===== config.mk =====
export PLATFORM = sky130hd
export DESIGN_NAME = edm_pulse_gen
export DESIGN_NICKNAME = d
export VERILOG_FILES = /design/src/rtl/edm_pulse_gen_pkg.sv /design/src/rtl/edm_pulse_gen.sv
export SDC_FILE = /design/constraint.sdc
export NUM_CORES = 1
export LEC_CHECK = 0
export BUFFER_PORTS_ARGS = -buffer_cell sky130_fd_sc_hd__buf_4
export CORE_ASPECT_RATIO = 0.6
export CORE_MARGIN = 4
export CORE_UTILIZATION = 30
export CTS_BUF_LIST = sky130_fd_sc_hd__clkbuf_4
export DETAILED_ROUTE_END_ITERATION = 7
export PLACE_DENSITY_LB_ADDON = 0.08
export SLEW_MARGIN = 20
export SYNTH_ARGS = -nofsm -noshare
export SYNTH_HDL_FRONTEND = slang
export SYNTH_SLANG_ARGS = --single-unit
export TNS_END_PERCENT = 20

===== constraint.sdc =====
create_clock -name clk -period 4.1 [get_ports clk]
set_input_delay 0.82 -clock clk [delete_from_list [all_inputs] [get_ports clk]]
set_output_delay 0.82 -clock clk [all_outputs]
set_load 0.02 [all_outputs]

===== src/rtl/edm_pulse_gen_pkg.sv =====
// edm_pulse_gen_pkg: shared SPI/EDM definitions (pulse FSM encodings, default timing width)
package edm_pulse_gen_pkg;
    localparam int DEF_CNT_W = 16;
    typedef enum logic [1:0] {
        IDLE = 2'd0,
        TON  = 2'd1,
        TOFF = 2'd2
    } state_t;
endpackage


===== src/rtl/edm_pulse_gen.sv =====
// edm_pulse_gen: EDM discharge pulse generator with shadowed Ton/Toff timing,
// short-circuit truncation and a pulse counter for SPI feedback.
module edm_pulse_gen
    import edm_pulse_gen_pkg::*;
#(
    parameter int CNT_W = DEF_CNT_W
) (
    input  logic             clk,
    input  logic             rst,
    input  logic             machine_start,
    input  logic             machine_stop,
    input  logic [CNT_W-1:0] Ton_data,
    input  logic [CNT_W-1:0] Toff_data,
    input  logic             sc_detect,
    output logic             pulse_out,
    output logic             running,
    output logic             param_error,
    output logic [CNT_W-1:0] feedback_data
);
    state_t state, state_nx;
    logic [CNT_W-1:0] cnt, ton_sh, toff_sh;
    logic params_ok, start_req, cnt_done;

    // Stop outranks start, short-circuit and period end alike
    always_comb begin
        params_ok = (Ton_data != '0) && (Toff_data != '0);
        start_req = machine_start && !machine_stop;
        cnt_done  = (cnt == '0);
        state_nx  = state;
        if (state == IDLE)
            state_nx = (start_req && params_ok) ? TON : IDLE;
        else if (machine_stop)
            state_nx = IDLE;
        else if (state == TON)
            state_nx = (sc_detect || cnt_done) ? TOFF : TON;
        else if (state == TOFF)
            state_nx = cnt_done ? TON : TOFF;
    end

    always_ff @(posedge clk or negedge rst) begin
        if (!rst) begin
            state         <= IDLE;
            pulse_out     <= 1'b0;
            param_error   <= 1'b0;
            feedback_data <= '0;
            ton_sh        <= '0;
            toff_sh       <= '0;
            cnt           <= '0;
        end else begin
            state     <= state_nx;
            pulse_out <= (state_nx == TON);
            if (state == IDLE && start_req) begin
                param_error <= !params_ok;
                if (params_ok) begin
                    ton_sh        <= Ton_data;
                    toff_sh       <= Toff_data;
                    cnt           <= Ton_data - 1'b1;
                    feedback_data <= CNT_W'(1);
                end
            end else if (state == TOFF && state_nx == TON) begin
                feedback_data <= feedback_data + 1'b1;
                // A zero re-latch keeps the running period alive on the old values
                if (params_ok) begin
                    ton_sh  <= Ton_data;
                    toff_sh <= Toff_data;
                    cnt     <= Ton_data - 1'b1;
                end else begin
                    param_error <= 1'b1;
                    cnt         <= ton_sh - 1'b1;
                end
            end else if (state == TON && state_nx == TOFF) begin
                cnt <= toff_sh - 1'b1;
            end else if (state_nx == IDLE) begin
                cnt <= '0;
            end else begin
                cnt <= cnt - 1'b1;
            end
        end
    end

    assign running = (state != IDLE);
endmodule


# ---- Word level (Yosys, flattened, before mapping)
# Cells that the tools add are included.
dict set report classes {
  reduce_logical 18
  eq_ne 6
  add_sub_neg 5
  mux 25
}
# operator n
set op_table {}
lappend op_table {{two-way mux 16 bit} 15}
lappend op_table {{subtractor 16 x 1 -> 16 bit, second input constant} 4}
lappend op_table {{nonzero test 16 bit} 2}
lappend op_table {{adder 16 x 1 -> 16 bit, second input constant} 1}
lappend op_table {{zero test 16 bit} 1}
lappend op_table {{two-way mux 2 bit} 6}
lappend op_table {{logical AND 1 bit} 6}
lappend op_table {{equality test 2 x 1 -> 1 bit, second input constant} 2}
lappend op_table {{equality test 2 bit, second input constant} 2}
lappend op_table {{zero test 2 bit} 2}
lappend op_table {{two-way mux 1 bit} 4}
lappend op_table {{AND reduction 2 bit} 2}
lappend op_table {{nonzero test 2 bit} 2}
lappend op_table {{zero test 1 bit} 2}
lappend op_table {{inequality test 2 x 1 -> 1 bit, second input constant} 1}
lappend op_table {{inequality test 2 bit, second input constant} 1}
lappend op_table {{logical OR 1 bit} 1}
dict set report totals {
  output_inout_bits 19
  in_bits 37
  wordCells 61
  register_bits 68
}

# ---- Logic depth before layout (Yosys ltp)
# Gate-level depths: netlist of run 1.
dict set report depth {
  word_depth 11
  ltp_mapped 10
  mapped_depth_nobuf 8
}

# ---- Least setup slack after synthesis of run 1
# Ideal clock, no wire load.
dict set report synth_timing {
  path_type {input -> register}
  from {in Ton_data[0]}
  to {reg cnt[4]}
  arrival_time_ns 2.735
  stages 10
  setup_slack_ns 1.241
  cell_sequence {inv_1 -> ha_1 -> nor3b_1 -> nand4_1 -> o31a_1 -> clkbuf_1 -> nand2_1 -> clkbuf_1 -> o22ai_1 -> a211o_1}
}
dict set report synth_via {
  elab_chain_cells 10
  word_cells_on_any_way 18
  cone_classes {1 x add/sub; 3 x eq/ne; 8 x mux; 6 x reduce/logical}
}
# item line_no
set synth_rtl {}
lappend synth_rtl {{start: declaration} edm_pulse_gen.sv:12} ;# input logic [CNT_W-1:0] Ton_data,
lappend synth_rtl {{nonzero test 16 bit} edm_pulse_gen.sv:26} ;# params_ok = (Ton_data != '0) && (Toff_data != '0);
lappend synth_rtl {{logical AND 1 bit} edm_pulse_gen.sv:26}
lappend synth_rtl {{logical AND 1 bit} edm_pulse_gen.sv:31} ;# state_nx = (start_req && params_ok) ? TON : IDLE;
lappend synth_rtl {{two-way mux 1 bit} edm_pulse_gen.sv:31}
lappend synth_rtl {{two-way mux 2 bit} edm_pulse_gen.sv:30} ;# if (state == IDLE)
lappend synth_rtl {{zero test 2 bit / equality test 2 bit (equally long branches)} {edm_pulse_gen.sv:73, edm_pulse_gen.sv:71}}
lappend synth_rtl {{two-way mux 16 bit / logical AND 1 bit (equally long branches)} {edm_pulse_gen.sv:73, edm_pulse_gen.sv:71}}
lappend synth_rtl {{two-way mux 16 bit} edm_pulse_gen.sv:71} ;# end else if (state == TON && state_nx == TOFF) begin
lappend synth_rtl {{two-way mux 16 bit} edm_pulse_gen.sv:60} ;# end else if (state == TOFF && state_nx == TON) begin
lappend synth_rtl {{two-way mux 16 bit} edm_pulse_gen.sv:52} ;# if (state == IDLE && start_req) begin
lappend synth_rtl {{end signal: assignment} edm_pulse_gen.sv:57} ;# cnt <= Ton_data - 1'b1;
lappend synth_rtl {{end signal: assignment} edm_pulse_gen.sv:72} ;# cnt <= toff_sh - 1'b1;
lappend synth_rtl {{end signal: assignment} edm_pulse_gen.sv:76} ;# cnt <= cnt - 1'b1;
lappend synth_rtl {{end: declaration} edm_pulse_gen.sv:21} ;# logic [CNT_W-1:0] cnt, ton_sh, toff_sh;
# Parallel ways exist; a longest one is shown, timed or not. The select of a mux whose other input is x is not followed.
# A chain may end at the register's enable or synchronous reset.

# ---- Final worst setup path of run 1
dict set report layout_timing {
  from {in Ton_data[0]}
  to {reg ton_sh[11]}
}
dict set report layout_via {
  elab_chain_cells 8
  word_cells_on_any_way 11
  cone_classes {1 x eq/ne; 5 x mux; 5 x reduce/logical}
}
# item line_no
set layout_rtl {}
lappend layout_rtl {{nonzero test 16 bit (*)} edm_pulse_gen.sv:26}
lappend layout_rtl {{logical AND 1 bit (*)} edm_pulse_gen.sv:26}
lappend layout_rtl {{logical AND 1 bit} edm_pulse_gen.sv:31}
lappend layout_rtl {{two-way mux 1 bit} edm_pulse_gen.sv:31}
lappend layout_rtl {{two-way mux 2 bit} edm_pulse_gen.sv:30}
lappend layout_rtl {{equality test 2 x 1 -> 1 bit} edm_pulse_gen.sv:60}
lappend layout_rtl {{logical AND 1 bit} edm_pulse_gen.sv:60}
lappend layout_rtl {{nonzero test 2 bit (no source line)} -}
lappend layout_rtl {{end signal: assignment} edm_pulse_gen.sv:55} ;# ton_sh <= Ton_data;
lappend layout_rtl {{end signal: assignment} edm_pulse_gen.sv:64} ;# ton_sh <= Ton_data;
lappend layout_rtl {{end: declaration} edm_pulse_gen.sv:21}
# Every way passes the cells marked *; elsewhere a longest branch is shown, timed or not. The select of a mux whose other input is x is not followed.

==> results of run 1 <==
## through the flow
stage               instance area (um2)  util [%]  worst slack, ps
floorplan                          4310         -             1240
global placement                   4950      35.7              725
detailed placement                 4950      35.7              633
CTS                                5040      36.3             1110
global route                       5040      36.3              936
finish                             5040      36.3             1090
## worst max path at each step
stage	from	end	cells past startpoint
after floorplan	Ton_data[0]	cnt[4]	10
after global placement	Ton_data[0]	ton_sh[4]	9
after detailed placement	Ton_data[0]	ton_sh[2]	9
after CTS	Ton_data[0]	cnt[4]	10
after global routing	Ton_data[0]	cnt[4]	10
final	Ton_data[0]	ton_sh[11]	9
## synth_stat cells, types with 4 or more instances
cell      count  share of area [%]
nand2_1      27                2.4
clkbuf_1     16                1.4
ha_1          6                1.7
a21oi_1      18                2.1
or4_1         9                1.6
xor2_1       38                7.7
o21ai_0      19                2.2
or2_2         4               0.58
nor3_1       10                1.2
o221ai_1      4               0.81
xnor2_1      24                4.9
mux2_2       30                7.8
nand3_1      13                1.5
o31ai_1       8                1.4
nor4_1       17                2.5
inv_1        14                1.2
nand4_1      10                1.5
nor2_1       46                4.0
a22oi_1      13                2.3
dfrtp_1      68                 39
or3_1         4               0.58
nor3b_1       4               0.70
nand2b_1      4               0.58
## cells by family (layout without fill, tap and decap cells)
logic type                 Yosys count  in the layout  share of synthesized area, %
and+or+nand+nor                    165            165                          20.7
adders and majority gates            6              6                          1.74
buffers and inverters               33             91                          2.96
DFF                                 68             68                          39.5
AOI/OAI and AO/OA                   92             92                          14.7
xor gates and xnor gates            62             62                          12.6
muxes                               30             30                          7.84
## worst register-to-register path, cell delays in order, from the launching register on
cell and delay [ps]:
dfrtp_1 480, inv_1 140, ha_1 160, nor3b_1 230
nand4_2 330, a21oi_1 270, buf_4 280, a21oi_1 220
a211o_1 350, a32o_1 250
## flip-flops by register name, indices dropped and copies added (netlist names)
register       count
param_error        1
ton_sh            16
pulse_out          1
cnt               16
toff_sh           16
feedback_data     16
state              2
## final cells by class
| type | instances | share of cell area, % |
|---|---|---|
| timing repair buffer | 63 | 9.38 |
| multi-input combinational | 355 | 49.3 |
| clock buffer | 9 | 1.34 |
| inverter | 14 | 1.04 |
| tap | 192 | 4.76 |
| sequential | 68 | 33.7 |
| clock inverter | 5 | 0.422 |
## per-layer routing
layer / track usage [%] / share of wire [%] / wire length (um) / vias to the layer above
met5: 0 / 0 / 0 / -
met4: 3.61 / 0.58 / 79 / 0
met3: 4.86 / 6.8 / 925 / 11
met2: 21.2 / 37 / 5040 / 96
met1: 27.9 / 55 / 7490 / 1846
li1: - / - / - / 1787
## where the power goes
group          switching (uW)  internal, uW
clock                     250           110
sequential                279           863
combinational             523           459
==> summary.txt, run 1 <==
Job
  • # Max-Cap Violations: 0

Floorplan
  • Core area: between 10,000 and 15,000 um2
  • Initial Util: 31.1%
  • Area of the die: roughly 16,000 um2
  • Die width: approximately 160 um
  • FP Rows: 33
  • I/O Pins: 56
  • DIE HEIGHT: ~100 um

Place
  • Cell total after placement: 692
  • GP Congestion: between 0.8 and 0.9
  • DPL Wire Length: 10.3 mm
  • IO buf count: 55

Final layout
  • Diodes inserted: 0
  • Fillcell total: 1,442
  • Final cell count without fillers: 706
  • Area delta synth->final: 17.0%
  • Most frequent cells in the layout: dfrtp_1, buf_4, nor2_1
  • Storage element area: 1700 um2
  • Commonest non-fill, non-tap cell in the layout: dfrtp_1
  • Multi-input gate area: between 2000 and 2500 um2
  • NumNets Final: around 550
  • Share of cells above drive strength 1: 22.8%

Setup path
  • Critical R2R Launch: cnt[0]
  • Worst flop-to-flop path endpoint: cnt[7]
  • Worst path required time: ~4400 ps
  • Worst Path Class, Setup: primary input to flip-flop
  • Data arrival, critical path: 3320 ps
  • Register-to-register setup slack: around 1300 ps
  • FF-to-FF path depth: 9
  • CP Cell Sequence: buf_4, inv_1, ha_1, nor3b_1, nand4_1, o31a_1, nand2_1, buf_4, mux2_2
  • Crit. End Element: flip-flop
  • CP Launch Type: primary input
  • CP max-delay cell: o31a_1
  • Top Family by Delay on Critical Path: simple AND/OR/NAND/NOR gates
  • Worst stage delay on the critical path: 560 ps
  • Cell mode on critical path: buf_4
  • WP buf/inv: 3
  • Critical path peak fanout: 23

Clocking
  • H-tree level count: 3
  • Postcts setup bufs: 0
  • Clock Sinks: 68
  • Worst-path clk slew: 110 ps
  • CTS tree: yes
  • Clk_lat worst skew: 440 ps
  • CTS hold repair buffers: 0
  • Num CTS Buffers: 9
  • Root buf cell: clkbuf_4
  • # resized after CTS: 0
  • Clock buffer depth: 2

Timing
  • Worst slew pin tran: ~940 ps
  • Setup TNS: 0 ps
  • Worst hold slack: 488 ps
  • Relative slew slack: 37.6%
  • Slew Viols, Final: 0
  • Period utilisation layout: 73.3%
  • Max Freq: between 300 and 400 MHz
  • RSZ-0062 raised after global routing: false
  • Setup Skew: 17.6 ps
  • Setup violators final: 0
  • Hold Vio Cnt, Final: 0
  • Final min period: 3010 ps

Route
  • DR vias/cell: 5.30
  • DR vias: 3,740
  • Drt first pass iters: 4
  • Antenna Violating Nets Remaining: 0
  • Routed WL: roughly 14 mm
  • Drt wl/cell: roughly 19 um
  • DRC: 0
  • Iter 0 DRT Violations: 391

Logic synthesis
  • Main synth FF type: dfrtp_1
  • Synthesized area per cell: 9.45 um2
  • Post-Syn Area: 4310 um2
  • Syn_nets: between 400 and 500
  • Post-synth EDFFs: 0
  • Async set-or-reset flop fraction in the synthesized netlist: 100%
  • Gate Count Post-Synth: roughly 460
  • Synth Register Bits: roughly 70
  • Post-synth cell types: 58
  • Sequential fraction of the synthesis area: 39.5%
  • Ys Warns: 0

GRT
  • Largest net degree at the start of global routing: 69
  • GRT Residual Overflow: 0
  • Overall Global Routing Usage: 17.0%
  • First-pass GRT wire length: between 20 and 25 mm
  • Initial antenna violation count: 0
  • Vias in the first global route: 3,699

Pwr
  • PwrDens: 493 nW/um2
  • Leakage: ~0.0021 uW
  • Total power: 2480 uW
  • Worst IR Drop VDD: 0.210 mV

Worst hold path
  • Worst hold path class: primary input to asynchronous set/reset pin

Outcome
  • Status: finished clean
Note: power is estimated with default switching activity, not from simulation.
==> inputs of run 2 (changes only) <==
==> constraint.sdc (replaced) <==
create_clock -name clk -period 2.5 [get_ports clk]
set_input_delay 0.5 -clock clk [delete_from_list [all_inputs] [get_ports clk]]
set_output_delay 0.5 -clock clk [all_outputs]
set_load 0.02 [all_outputs]
==> run 2 against run 1 <==
Compared with the run above: sequential share of layout area down 4.2 points; register-to-register slack worse by 1200 ps; sequential power up 57%; highest routed layer unchanged; largest cell class unchanged.
==> summary.txt, run 2 (same netlist as run 1, synthesis figures left out) <==
Setup path
  • CP Launch Type: flip-flop
  • Worst Path Class, Setup: flip-flop to flip-flop
  • Critical path peak fanout: 4 (-83%)
  • Worst path required time: 2860 ps (-1560 ps)
  • Crit. End Element: flip-flop
  • Data arrival, critical path: 2800 ps (-520 ps)

Pwr
  • Flop pwr share: 38.8% (-7.2 points)
  • Worst IR Drop VDD: 0.299 mV (+43%)
  • Pint: 2800 uW (+95%)
  • Combinational power share: 45.1% (+5.5 points)
  • Clock share of power: 16.1% (+1.6 points)
  • Switching share of power: 39.3% (-3.0 points)
  • Leakage: 0.00253 uW (+21%)
  • Psw: 1810 uW (+72%)
  • PwrDens: 801 nW/um2 (+63%)

Timing
  • Setup violators final: 0 (unchanged)
  • Slew Viols, Final: 0 (unchanged)
  • Worst hold slack: 33.7 ps (-454 ps)
  • Worst slew pin tran: 825 ps (-111 ps)
  • Max Freq: between 400 and 500 MHz
  • Final min period: 2450 ps
  • RSZ-0062 raised after global routing: true
  • Relative slew slack: 44.5% (+7.0 points)
  • Period utilisation layout: 97.8%
  • Hold Vio Cnt, Final: 0 (unchanged)
  • Setup Skew: 20.9 ps (+3.32 ps)

Route
  • DR vias: 4,051 (+8.3%)
  • Iter 0 DRT Violations: 361 (-7.7%)
  • DR vias/cell: 5.16 (-2.6%)
  • Drt wl/cell: 17.9 um (-6.4%)
  • Drt first pass iters: 5 (+1)
  • DRC: 0 (unchanged)
  • Routed WL: 14.1 mm (+4.1%)
  • Antenna Violating Nets Remaining: 0 (unchanged)

Floorplan
  • FP Rows: 33 (unchanged)
  • DIE HEIGHT: 101 um (unchanged)
  • Area of the die: 16,400 um2 (unchanged)
  • I/O Pins: 56 (unchanged)
  • Initial Util: 31.1% (unchanged)
  • Die width: 163 um (unchanged)
  • Core area: 13,900 um2 (unchanged)

GRT
  • GRT Residual Overflow: 0 (unchanged)
  • Overall Global Routing Usage: 17.9% (+0.87 points)
  • First-pass GRT wire length: 22.6 mm (+5.7%)
  • Vias in the first global route: 3,981 (+7.6%)
  • Initial antenna violation count: 0 (unchanged)
  • Largest net degree at the start of global routing: 39 (-43%)

Clocking
  • Root buf cell: clkbuf_4
  • Clock buffer depth: 2 (unchanged)
  • Clk_lat worst skew: 440 ps (about the same)
  • Clock Sinks: 68 (unchanged)
  • Num CTS Buffers: 9 (unchanged)
  • CTS tree: yes
  • H-tree level count: 3 (unchanged)
  • Worst-path clk slew: 120 ps (about the same)
  • Postcts setup bufs: 0 (unchanged)

Final layout
  • Diodes inserted: 0 (unchanged)
  • NumNets Final: 632 (+14%)
  • Area delta synth->final: 33.5%
  • Share of cells above drive strength 1: 35.2% (+12 points)
  • Finished Cell Area: 5760 um2 (+14%)
  • Commonest non-fill, non-tap cell in the layout: buf_4
  • Final Core Density: 41.5% (+5.1 points)
  • Most frequent cells in the layout: buf_4, dfrtp_1, nor2_1

Place
  • GP Congestion: 0.867 (+4.4%)
  • IO buf count: 55 (unchanged)
  • DPL Wire Length: 11.2 mm (+9.0%)
  • Dpl cell area: 5570 um2 (+12%)

Job
  • # Max-Cap Violations: 0 (unchanged)

Worst hold path
  • Worst hold path class: primary input to asynchronous set/reset pin

Outcome
  • Status: finished clean
-- run 2: cell types whose count changed in the layout (fill, tap and decap cells not counted), sizes merged --
cell | previous run | this run
buf | 63 | 141
clkbuf | 9 | 12
bufinv | 0 | 1
clkinv | 5 | 2
-- run 2: power groups by stage --
stage | combinational, uW | sequential, uW | clock [uW]
6_report | 2080 | 1790 | 742
5_1_grt | 2300 | 1840 | 812
4_1_cts | 2020 | 1770 | 768
3_5_place_dp | 1990 | 1800 | 0
3_3_place_gp | 1980 | 1790 | 0
2_1_floorplan | 1160 | 1740 | 0
-- run 2: worst paths after layout --
check,start,cells after the start,endpoint,slack (ps)
min,rst,1,ton_sh[11],30
min in group clk,Toff_data[12],2,toff_sh[12],290
max,ton_sh[8],6,cnt[14],50
max reg2reg,ton_sh[8],6,cnt[14],50
min reg2reg,param_error,1,param_error,520
max in group asynchronous,rst,2,feedback_data[6],1910
-- run 2: worst max-delay path: stages (launching register included) --
cell     delay (ps)
dfrtp_1         400
or4_4           560
or4_4           450
or4_1           470
a31o_1          230
a22o_1          220
o21ai_2          50
-- run 2: timing repair --
action                                  CTS  global route
hold buffers                              0             0
pin swaps                                 0             1
endpoints found under the setup margin    2            11
gates resized for setup                   1            10
-- run 2: metal layers --
layer  track usage [%]  up-vias  share of wire (%)
met1              29.9     1996                 56
met3              4.25        7                5.9
met2              22.6      108                 38
met5                 0        -                  0
met4              3.09        0               0.62
li1                  -     1940                  -
-- run 2: cell type report --
cell class / instances / area (um2)
Fill cell: 1434 / 8120
Multi-Input combinational cell: 355 / 2550
Sequential cell: 68 / 1700
Timing Repair Buffer: 141 / 1080
Tap cell: 192 / 240
Clock buffer: 12 / 90.1
Inverter: 14 / 52.6
Clock inverter: 3 / 38.8
-- run 2: stage by stage --
stage / std cells / total power (uW) / setup TNS [ps] / setup WS (ps)
2_1_floorplan: 456 / 2900 / 0 / 83.6
3_3_place_gp: 770 / 3770 / -4000 / -304
3_5_place_dp: 770 / 3790 / -4400 / -255
6_report: 785 / 4610 / 0 / 54.4
5_1_grt: 785 / 4950 / -105 / -55.4
4_1_cts: 785 / 4550 / -53.6 / -53.6
==> inputs of run 3 (changes only) <==
--- a/config.mk
+++ b/config.mk
@@ -9,7 +9,6 @@
 export CORE_ASPECT_RATIO = 0.6
 export CORE_MARGIN = 4
 export CORE_UTILIZATION = 30
-export CTS_BUF_LIST = sky130_fd_sc_hd__clkbuf_4
 export DETAILED_ROUTE_END_ITERATION = 7
 export PLACE_DENSITY_LB_ADDON = 0.08
 export SLEW_MARGIN = 20
==> run 3 against run 2 <==
Compared with the run above: routed wire length up 0.78%; non-clock buffer count unchanged; first-iteration DRC count is 0.28% lower; die area is the same; sequential cell count is the same; final area rose by 2.3%; clock-buffer cell count up 1; critical path depth increased by 4; largest power group unchanged.
==> summary.txt, run 3 (same netlist as run 1, synthesis figures left out) <==
Final layout
  • Share of cells above drive strength 1: 34.4% (-0.84 points)
  • Most frequent cells in the layout: buf_4, dfrtp_1, nor2_1
  • Diodes inserted: 0 (unchanged)
  • Finished Cell Area: 5890 um2 (+2.3%)
  • Commonest non-fill, non-tap cell in the layout: buf_4
  • Fillcell total: 1,419 (-1.0%)
  • Storage element area: 1700 um2 (unchanged)
  • NumNets Final: 632 (unchanged)
  • Multi-input gate area: 2530 um2 (-0.83%)
  • Final cell count without fillers: 785 (unchanged)
  • Area delta synth->final: 36.7%

Setup path
  • Setup crit start: cnt[13]
  • Worst flop-to-flop path endpoint: cnt[3]
  • Critical R2R Launch: cnt[13]
  • CP Launch Type: flip-flop
  • FF-to-FF path depth: 10 (+4)
  • Register-to-register setup slack: 40 ps (about the same)
  • CP endpoint: cnt[3]
  • Worst Path Class, Setup: flip-flop to flip-flop
  • Worst path required time: 2690 ps (-170 ps)
  • Data arrival, critical path: 2650 ps (-150 ps)
  • Worst stage delay on the critical path: 450 ps (-110 ps)
  • Critical path peak fanout: 6 (+2)
  • Cell mode on critical path: buf_4
  • CP max-delay cell: a221oi_1
  • Crit. End Element: flip-flop
  • CP Cell Sequence: nor4_2, buf_4, nand4_2, buf_4, a21oi_1, buf_4, a21oi_1, buf_4, a221oi_1, a21oi_1

Route
  • Routed WL: 14.2 mm (+0.78%)
  • DR vias: 4,063 (+0.30%)
  • Drt first pass iters: 7 (+2)
  • DR vias/cell: 5.18 (+0.30%)
  • Drt wl/cell: 18.1 um (+0.78%)
  • Iter 0 DRT Violations: 360 (-0.28%)
  • DRC: 0 (unchanged)
  • Antenna Violating Nets Remaining: 0 (unchanged)

Job
  • # Max-Cap Violations: 0 (unchanged)

Pwr
  • Clock share of power: 24.8% (+8.7 points)
  • PwrDens: 866 nW/um2 (+8.0%)
  • Leakage: 0.00259 uW (+2.4%)
  • Flop pwr share: 35.1% (-3.7 points)
  • Pint: 3250 uW (+16%)
  • Combinational power share: 40.1% (-5.0 points)
  • Switching share of power: 36.3% (-3.0 points)
  • Worst IR Drop VDD: 0.293 mV (-2.0%)
  • Psw: 1850 uW (+2.1%)

Timing
  • Worst hold slack: 146 ps (+112 ps)
  • RSZ-0062 raised after global routing: true
  • Hold Vio Cnt, Final: 0 (unchanged)
  • Max Freq: 407 MHz (-0.40%)
  • Worst slew pin tran: 525 ps (-300 ps)
  • Slew Viols, Final: 0 (unchanged)
  • Setup TNS: 0 ps (unchanged)
  • Period utilisation layout: 98.2% (+0.39 points)
  • Relative slew slack: 64.6% (+20 points)
  • Final min period: 2460 ps (+9.81 ps)
  • Setup Skew: 6.83 ps (-14.0 ps)
  • Setup violators final: 0 (unchanged)

Floorplan
  • FP Rows: 33 (unchanged)
  • DIE HEIGHT: 101 um (unchanged)
  • Die width: 163 um (unchanged)
  • Core area: 13,900 um2 (unchanged)
  • Area of the die: 16,400 um2 (unchanged)
  • I/O Pins: 56 (unchanged)
  • Initial Util: 31.1% (unchanged)

Clocking
  • CTS tree: yes
  • Worst-path clk slew: 60 ps (-60 ps)
  • Num CTS Buffers: 9 (unchanged)
  • Clk_lat worst skew: 330 ps (-110 ps)
  • Clock buffer depth: 2 (unchanged)
  • Root buf cell: clkbuf_16
  • H-tree level count: 3 (unchanged)
  • Clock Sinks: 68 (unchanged)

Place
  • Dpl cell area: 5570 um2 (unchanged)
  • IO buf count: 55 (unchanged)
  • Cell total after placement: 770 (unchanged)
  • DPL Wire Length: 11.2 mm (unchanged)
  • GP Congestion: 0.867 (unchanged)

Worst hold path
  • Worst hold path class: primary input to asynchronous set/reset pin

GRT
  • Largest net degree at the start of global routing: 39 (unchanged)
  • First-pass GRT wire length: 22.8 mm (+0.79%)
  • Initial antenna violation count: 0 (unchanged)
  • Vias in the first global route: 4,002 (+0.53%)
  • GRT Residual Overflow: 0 (unchanged)
  • Overall Global Routing Usage: 18.1% (+0.21 points)

Outcome
  • Status: finished clean
==> run 3: stage by stage <==
stage	worst slack (ps)	utilization [%]	power, uW
CTS	-31.2	42.2	5090
global placement	-304	40.1	3770
global route	-87.0	42.5	5440
finish	44.5	42.5	5100
floorplan	83.6	-	2900
detailed placement	-255	40.1	3790
==> run 3: area by class of cell <==
type | instances | share of cell area, %
inverters | 14 | 0.892
multi-input cells | 355 | 42.9
clock inverters | 2 | 0.595
clock buffers | 13 | 4.25
repair buffers | 141 | 18.4
well taps | 192 | 4.08
flip-flops and latches | 68 | 28.9
==> run 3: critical path, delay by kind of cell (launching register included) <==
kind                   cells  cell delay (ps)
buffers and inverters      4              670
AOI/OAI and AO/OA          4              750
and+or+nand+nor            2              460
DFF                        1              420
==> run 3: routing by layer <==
layer  vias to the layer above  GRT usage, %  part of all wire [%]
li1                       1947             -                     -
met1                      1992          29.6                    56
met5                         -             0                     0
met4                         0          4.06                  0.92
met3                        11          4.62                   5.8
met2                       113          23.0                    38
==> run 3: timing repair <==
item / in CTS / in global routing
resized for setup: 1 / 6
buffers inserted: 0 / 0
hold buffers: 0 / 0
endpoints found under the hold margin: 0 / 0
endpoints found under the setup margin: 2 / 14
pin swaps: 0 / 1
==> run 3: worst min-delay path by stage <==
stage | start | to | slack [ps] | cells after the start
floorplan | rst | cnt[0] | 200 | 0
global placement | param_error | param_error | 510 | 1
detailed placement | param_error | param_error | 500 | 1
CTS | rst | ton_sh[12] | 160 | 1
global route | rst | ton_sh[12] | 190 | 1
finish | rst | ton_sh[11] | 150 | 1
==> run 3: power groups by stage <==
| stage | sequential [uW] | clock [uW] | combinational [uW] |
|---|---|---|---|
| after detailed placement | 1800 | 0 | 1990 |
| after global routing | 1840 | 1350 | 2260 |
| after global placement | 1790 | 0 | 1980 |
| final | 1790 | 1270 | 2040 |
| after floorplan | 1740 | 0 | 1160 |
| after CTS | 1780 | 1300 | 2020 |
